$ cat config.mk
export PLATFORM = sky130hd
export DESIGN_NAME = wb_arbiter
export DESIGN_NICKNAME = d
export VERILOG_FILES = /design/src/rtl/wb_arbiter.sv
export SDC_FILE = /design/constraint.sdc
export NUM_CORES = 1
export LEC_CHECK = 0
export BUFFER_PORTS_ARGS = -buffer_cell sky130_fd_sc_hd__buf_2
export CAP_MARGIN = 20
export CORE_AREA = 2 2 127 129
export DETAILED_ROUTE_END_ITERATION = 8
export DIE_AREA = 0 0 129 131
export GPL_TIMING_DRIVEN = 0
export REMOVE_ABC_BUFFERS = 1
export SETUP_SLACK_MARGIN = 0.05
export SYNTH_ARGS = -nofsm -noshare
export SYNTH_HDL_FRONTEND = slang
export SYNTH_SLANG_ARGS = --single-unit
export TNS_END_PERCENT = 10
$ cat constraint.sdc
create_clock -name clk_i -period 1.5 [get_ports clk_i]
set_input_delay 0.15 -clock clk_i [delete_from_list [all_inputs] [get_ports clk_i]]
set_output_delay 0.15 -clock clk_i [all_outputs]
set_load 0.1 [all_outputs]
$ cat src/rtl/wb_arbiter.sv
// wb_arbiter: two-master / one-slave Wishbone B4 classic arbiter with a bus watchdog.
// Latency: the grant is registered, so the owner reaches the slave 1 cycle after its cyc is first seen;
//   after that the data and termination paths are purely combinational.
// Backpressure: the owner keeps the bus until it drops cyc; the non-owner waits with no termination.
//
// Ports:
//   clk_i, rst_i               clock, synchronous active-high reset
//   m0_*/m1_*                  master-side Wishbone classic (cyc/stb/we/adr/sel/dat in, dat/ack/err/rty out)
//   s_*                        shared slave-side Wishbone classic
//   gnt_o                      one-hot current owner (bit0 = m0, bit1 = m1), 00 when idle
//   timeout_o                  single-cycle pulse when the watchdog injects an error
module wb_arbiter #(
  parameter int ADDR_WIDTH = 32,
  parameter int DATA_WIDTH = 32,
  parameter int TIMEOUT    = 1024
) (
  input  logic                    clk_i,
  input  logic                    rst_i,

  input  logic                    m0_cyc_i,
  input  logic                    m0_stb_i,
  input  logic                    m0_we_i,
  input  logic [ADDR_WIDTH-1:0]   m0_adr_i,
  input  logic [DATA_WIDTH/8-1:0] m0_sel_i,
  input  logic [DATA_WIDTH-1:0]   m0_dat_i,
  output logic [DATA_WIDTH-1:0]   m0_dat_o,
  output logic                    m0_ack_o,
  output logic                    m0_err_o,
  output logic                    m0_rty_o,

  input  logic                    m1_cyc_i,
  input  logic                    m1_stb_i,
  input  logic                    m1_we_i,
  input  logic [ADDR_WIDTH-1:0]   m1_adr_i,
  input  logic [DATA_WIDTH/8-1:0] m1_sel_i,
  input  logic [DATA_WIDTH-1:0]   m1_dat_i,
  output logic [DATA_WIDTH-1:0]   m1_dat_o,
  output logic                    m1_ack_o,
  output logic                    m1_err_o,
  output logic                    m1_rty_o,

  output logic                    s_cyc_o,
  output logic                    s_stb_o,
  output logic                    s_we_o,
  output logic [ADDR_WIDTH-1:0]   s_adr_o,
  output logic [DATA_WIDTH/8-1:0] s_sel_o,
  output logic [DATA_WIDTH-1:0]   s_dat_o,
  input  logic [DATA_WIDTH-1:0]   s_dat_i,
  input  logic                    s_ack_i,
  input  logic                    s_err_i,
  input  logic                    s_rty_i,

  output logic [1:0]              gnt_o,
  output logic                    timeout_o
);

  localparam logic [0:0] STATE_IDLE = 1'b0;
  localparam logic [0:0] STATE_BUSY = 1'b1;

  // A zero TIMEOUT would give a zero-width counter; keep one dummy bit instead.
  localparam int WD_WIDTH = (TIMEOUT > 0) ? $clog2(TIMEOUT + 1) : 1;

  logic [0:0] state;
  logic       owner;       // 0 = m0, 1 = m1; only meaningful while busy
  logic       last_owner;  // owner of the most recently finished cycle, drives the tie-break
  logic       busy;
  logic       own_cyc;
  logic       wd_fire;
  logic       term_ack;
  logic       term_err;
  logic       term_rty;

  assign busy    = (state == STATE_BUSY);
  assign own_cyc = owner ? m1_cyc_i : m0_cyc_i;

  // ---------------------------------------------------------------------------
  // Ownership FSM. Every handoff passes through IDLE, so a waiting master sees
  // its grant two cycles after the previous owner drops cyc.
  // ---------------------------------------------------------------------------
  always_ff @(posedge clk_i) begin
    if (rst_i) begin
      state      <= STATE_IDLE;
      owner      <= 1'b0;
      last_owner <= 1'b1;  // makes m0 win the first tie after reset
    end else begin
      case (state)
        STATE_IDLE: begin
          if (m0_cyc_i || m1_cyc_i) begin
            state <= STATE_BUSY;
            owner <= (m0_cyc_i && m1_cyc_i) ? ~last_owner : m1_cyc_i;
          end
        end
        STATE_BUSY: begin
          if (!own_cyc) begin
            state      <= STATE_IDLE;
            last_owner <= owner;
          end
        end
        default: state <= STATE_IDLE;
      endcase
    end
  end

  assign gnt_o = busy ? {owner, ~owner} : 2'b00;

  // ---------------------------------------------------------------------------
  // Master-to-slave mux: combinational from the owner, all zero while idle so
  // s_cyc_o falls in the same cycle the owner releases cyc.
  // ---------------------------------------------------------------------------
  always_comb begin
    s_cyc_o = 1'b0;
    s_stb_o = 1'b0;
    s_we_o  = 1'b0;
    s_adr_o = '0;
    s_sel_o = '0;
    s_dat_o = '0;
    if (busy) begin
      if (owner) begin
        s_cyc_o = m1_cyc_i;
        s_stb_o = m1_stb_i;
        s_we_o  = m1_we_i;
        s_adr_o = m1_adr_i;
        s_sel_o = m1_sel_i;
        s_dat_o = m1_dat_i;
      end else begin
        s_cyc_o = m0_cyc_i;
        s_stb_o = m0_stb_i;
        s_we_o  = m0_we_i;
        s_adr_o = m0_adr_i;
        s_sel_o = m0_sel_i;
        s_dat_o = m0_dat_i;
      end
    end
  end

  // ---------------------------------------------------------------------------
  // Slave-to-master path. Read data is broadcast; terminations only ever reach
  // the current owner, and only while busy.
  // ---------------------------------------------------------------------------
  assign m0_dat_o = s_dat_i;
  assign m1_dat_o = s_dat_i;

  assign term_ack = busy & s_ack_i;
  assign term_err = busy & (s_err_i | wd_fire);
  assign term_rty = busy & s_rty_i;

  assign m0_ack_o = term_ack & ~owner;
  assign m0_err_o = term_err & ~owner;
  assign m0_rty_o = term_rty & ~owner;
  assign m1_ack_o = term_ack &  owner;
  assign m1_err_o = term_err &  owner;
  assign m1_rty_o = term_rty &  owner;

  assign timeout_o = wd_fire;

  // ---------------------------------------------------------------------------
  // Bus watchdog. The counter measures consecutive unterminated strobe cycles;
  // reaching TIMEOUT injects one err to the owner, unless the slave happens to
  // terminate in that same cycle, in which case the slave wins.
  // ---------------------------------------------------------------------------
  generate
    if (TIMEOUT > 0) begin : g_wd
      localparam logic [WD_WIDTH-1:0] WD_LIMIT = WD_WIDTH'(TIMEOUT);

      logic [WD_WIDTH-1:0] wd_cnt;
      logic                own_stb;
      logic                slave_term;

      assign own_stb    = owner ? m1_stb_i : m0_stb_i;
      assign slave_term = s_ack_i | s_err_i | s_rty_i;
      assign wd_fire    = busy && own_stb && !slave_term && (wd_cnt == WD_LIMIT);

      always_ff @(posedge clk_i) begin
        if (rst_i) begin
          wd_cnt <= '0;
        end else if (!busy || !own_stb || slave_term || wd_fire) begin
          wd_cnt <= '0;
        end else begin
          wd_cnt <= wd_cnt + WD_WIDTH'(1);
        end
      end
    end else begin : g_no_wd
      assign wd_fire = 1'b0;
    end
  endgenerate

endmodule

==> flow_summary.json <==
{
  "status": "finished, violations left",
  "violations": "setup timing",
  "hpwl_um": 8120,
  "synth_compound_area_frac": 0.0214,
  "cp-start-kind": "register",
  "reg2reg_slack_ps": -70,
  "grt_max_degree": 31,
  "die_x_um": 129,
  "grt_pass1_vias": 2524,
  "gp_congestion": 0.735,
  "htree_levels": 1,
  "drt_iter0_markers": 61,
  "drt-vias-per-instance": 3.95,
  "wirelength_um": 11800,
  "grtUsageTotal": 0.120,
  "worstSetupStartpoint": "g_wd.wd_cnt[2]",
  "irDropWorstVdd_uv": 555,
  "area_growth_pct": 81.9,
  "dr.pass1.iters": 4,
  "fin_cells": 686,
  "met2_usage": 0.191,
  "multi_input_area_um2": 1640,
  "floorplan.initialDensity": 0.154,
  "hold_path.class": "in -> reg",
  "p_total_uw": 3150,
  "num-fill-cells": 1640,
  "diodes": 0,
  "grt_util_met1": 0.142,
  "slowest_delay_ps": 360,
  "synth-edff-count": 0,
  "timing.rr.end": "g_wd.wd_cnt[7]",
  "max-cap-violations": 0,
  "wl_per_cell_um": 17.2,
  "finish.utilization": 0.280,
  "dp_cells": 665,
  "slowest_stage": "dfxtp_4",
  "hold_slack_ps": 134,
  "tightest_slew_ps": 540,
  "post_synth_xor_area_fraction": 0.0328,
  "min_period_ps": 1820,
  "timing.final.ws_setup_ps": -325,
  "worstPathMaxFanout": 5,
  "ys_seq_area_frac": 0.117,
  "crit_path_end_kind": "output port",
  "cp_cell_sequence": "nor4b_4 -> and4_4 -> a31oi_4 -> nor2b_1 -> buf_6",
  "synthArstFlopShare": 0,
  "synthTopCellsByArea": "mux2i_1, buf_4, nor2b_1",
  "grt_antenna_before_repair": 0,
  "place_area_um2": 3280,
  "cts_buffers": 3,
  "critical_path_class": "reg -> out",
  "fin_area_um2": 4370,
  "syn-cell-area_um2": 2400,
  "ys.flop_type": "dfxtp_1",
  "synthCells": 303,
  "arrival_ps": 1670,
  "grtUsageMet3": 0.0717,
  "cts_sinks": 14,
  "p_leak_uw": 0.00191,
  "synth_seq_cells": 14,
  "synth_cell_types": 28,
  "clock_latency_ps": 250,
  "yosys-mux-area-fraction": 0.296,
  "skew_ps": 2.44,
  "synth_largest_area_cell": "mux2i_1",
  "route.antenna.remaining_nets": 0,
  "clkTransAtPathRegs_ps": 50,
  "fmax_mhz": 548,
  "yosys.area.top_type_share": 0.296,
  "reg2reg_from": "g_wd.wd_cnt[0]",
  "cts_root_buf": "clkbuf_16",
  "grt_pass1_wl_um": 14800,
  "ys_warn_count": 0,
  "io_buffers": 226,
  "drive_gt1_frac": 0.591,
  "io_pins": 323,
  "avgSynthCellArea_um2": 7.93,
  "dieArea_um2": 16900,
  "drv_slew": 0,
  "fin_nets": 652,
  "rsz0062_at_grt": "true",
  "cts_tree": "built",
  "seqCellArea_um2": 299,
  "synthAdderAreaFrac": 0.0104,
  "core_um2": 15600,
  "row_count": 46,
  "drc": 0,
  "vias": 2710,
  "hold_violations": 0,
  "finalSetupViolCount": 85,
  "grt_busiest_layer": "met2",
  "synth_top_family_by_area": "multiplexers",
  "clockBufferDepth": 2,
  "power_density_nw_per_um2": 721,
  "hold_buffers": 0,
  "worstPathRequired_ps": 1350,
  "synth-simple-area-share": 0.271,
  "yosysMostFrequentCell": "nor2b_1",
  "fp.dieH_um": 131,
  "fin_crit_sh": 1.22,
  "reg2reg_depth": 6,
  "synth_commonest_cells": "nor2b_1, mux2i_1, buf_4",
  "worstSetupEndpoint": "m1_err_o",
  "grt_overflow_total": 0,
  "slew_headroom": 0.637
}
sequential cells by signal, indices dropped and copies added (netlist names):
register	cells
busy	1
g_wd.wd_cnt	11
last_owner	1
owner	1
routing by layer:
metal  part of all wire  vias up
met5             0.0047        -
met4             0.0039        2
met3               0.13        7
met2               0.44      203
met1               0.42     1226
li1                   -     1272
cells in the final DEF, fill, tap and decap left out:
cell type	instances
a211o_1	1
a21oi_1	3
a221oi_2	1
a31oi_4	1
and2_4	3
and2b_2	1
and3_1	1
and3_4	2
and4_4	1
buf_12	13
buf_16	5
buf_2	146
buf_4	5
buf_6	73
buf_8	2
clkbuf_16	4
clkbuf_8	1
dfxtp_1	7
dfxtp_2	3
dfxtp_4	4
ha_1	2
inv_1	7
mux2i_1	68
mux2i_2	1
mux2i_4	2
nand2_1	4
nand3_1	4
nand4bb_2	1
nor2_1	13
nor2b_1	66
nor2b_2	6
nor2b_4	1
nor3_1	4
nor4_1	1
nor4_4	1
nor4b_4	1
o21ai_0	1
o21bai_1	1
xnor2_1	7
xor2_1	2
per-stage QoR:
step / setup TNS [ps] / worst slack, ps
after CTS: -9100 / -338
after detailed placement: -21760 / -490
after floorplan: -265620 / -3920
after global placement: -276390 / -3390
after global routing: -18070 / -384
final: -11810 / -325
worst max-delay path: cells and delay by family, from the launching register on:
family / cells / cell delay [ps]
and+or+nand+nor: 3 / 710
buffers and inverters: 1 / 240
DFF: 1 / 360
AOI/OAI and AO/OA: 1 / 110
cell families after synthesis:
kind of cell             count (synthesis)
buffers and inverters                   89
adder cells (fa/ha/maj)                  2
multiplexers                            71
AO/OA/AOI/OAI                            8
flip-flops                              14
XOR/XNOR                                 9
AND/OR/NAND/NOR                        110
power breakdown:
part	switching [uW]	leakage [uW]	internal (uW)
clock	159	0.0000442	404
sequential	21.3	0.000118	377
combinational	1450	0.00174	743
total	1630	0.00191	1520
worst min-delay path by stage:
stage | end | slack (ps) | depth (start not counted) | from
detailed placement | m1_dat_o[26] | 300 | 0 | s_dat_i[26]
global route | busy | 140 | 2 | rst_i
CTS | owner | 130 | 2 | rst_i
floorplan | owner | 220 | 1 | rst_i
finish | busy | 130 | 2 | rst_i
global placement | m1_dat_o[26] | 300 | 0 | s_dat_i[26]
layout make-up:
cell class | instances | area share
clock buffer | 4 | 0.0203
multi-input combinational | 200 | 0.376
timing repair buffer | 245 | 0.468
tap | 216 | 0.0619
sequential | 14 | 0.0684
inverter | 7 | 0.00601
timing repair:
| action | in CTS | in global routing |
|---|---|---|
| gates resized for setup | 193 | 35 |
| cloned | 4 | 1 |
| endpoints found under the setup margin | 92 | 91 |
| pin swaps | 3 | 4 |
| buffers inserted | 6 | 6 |
No activity file was read; power rests on OpenSTA's default activity.
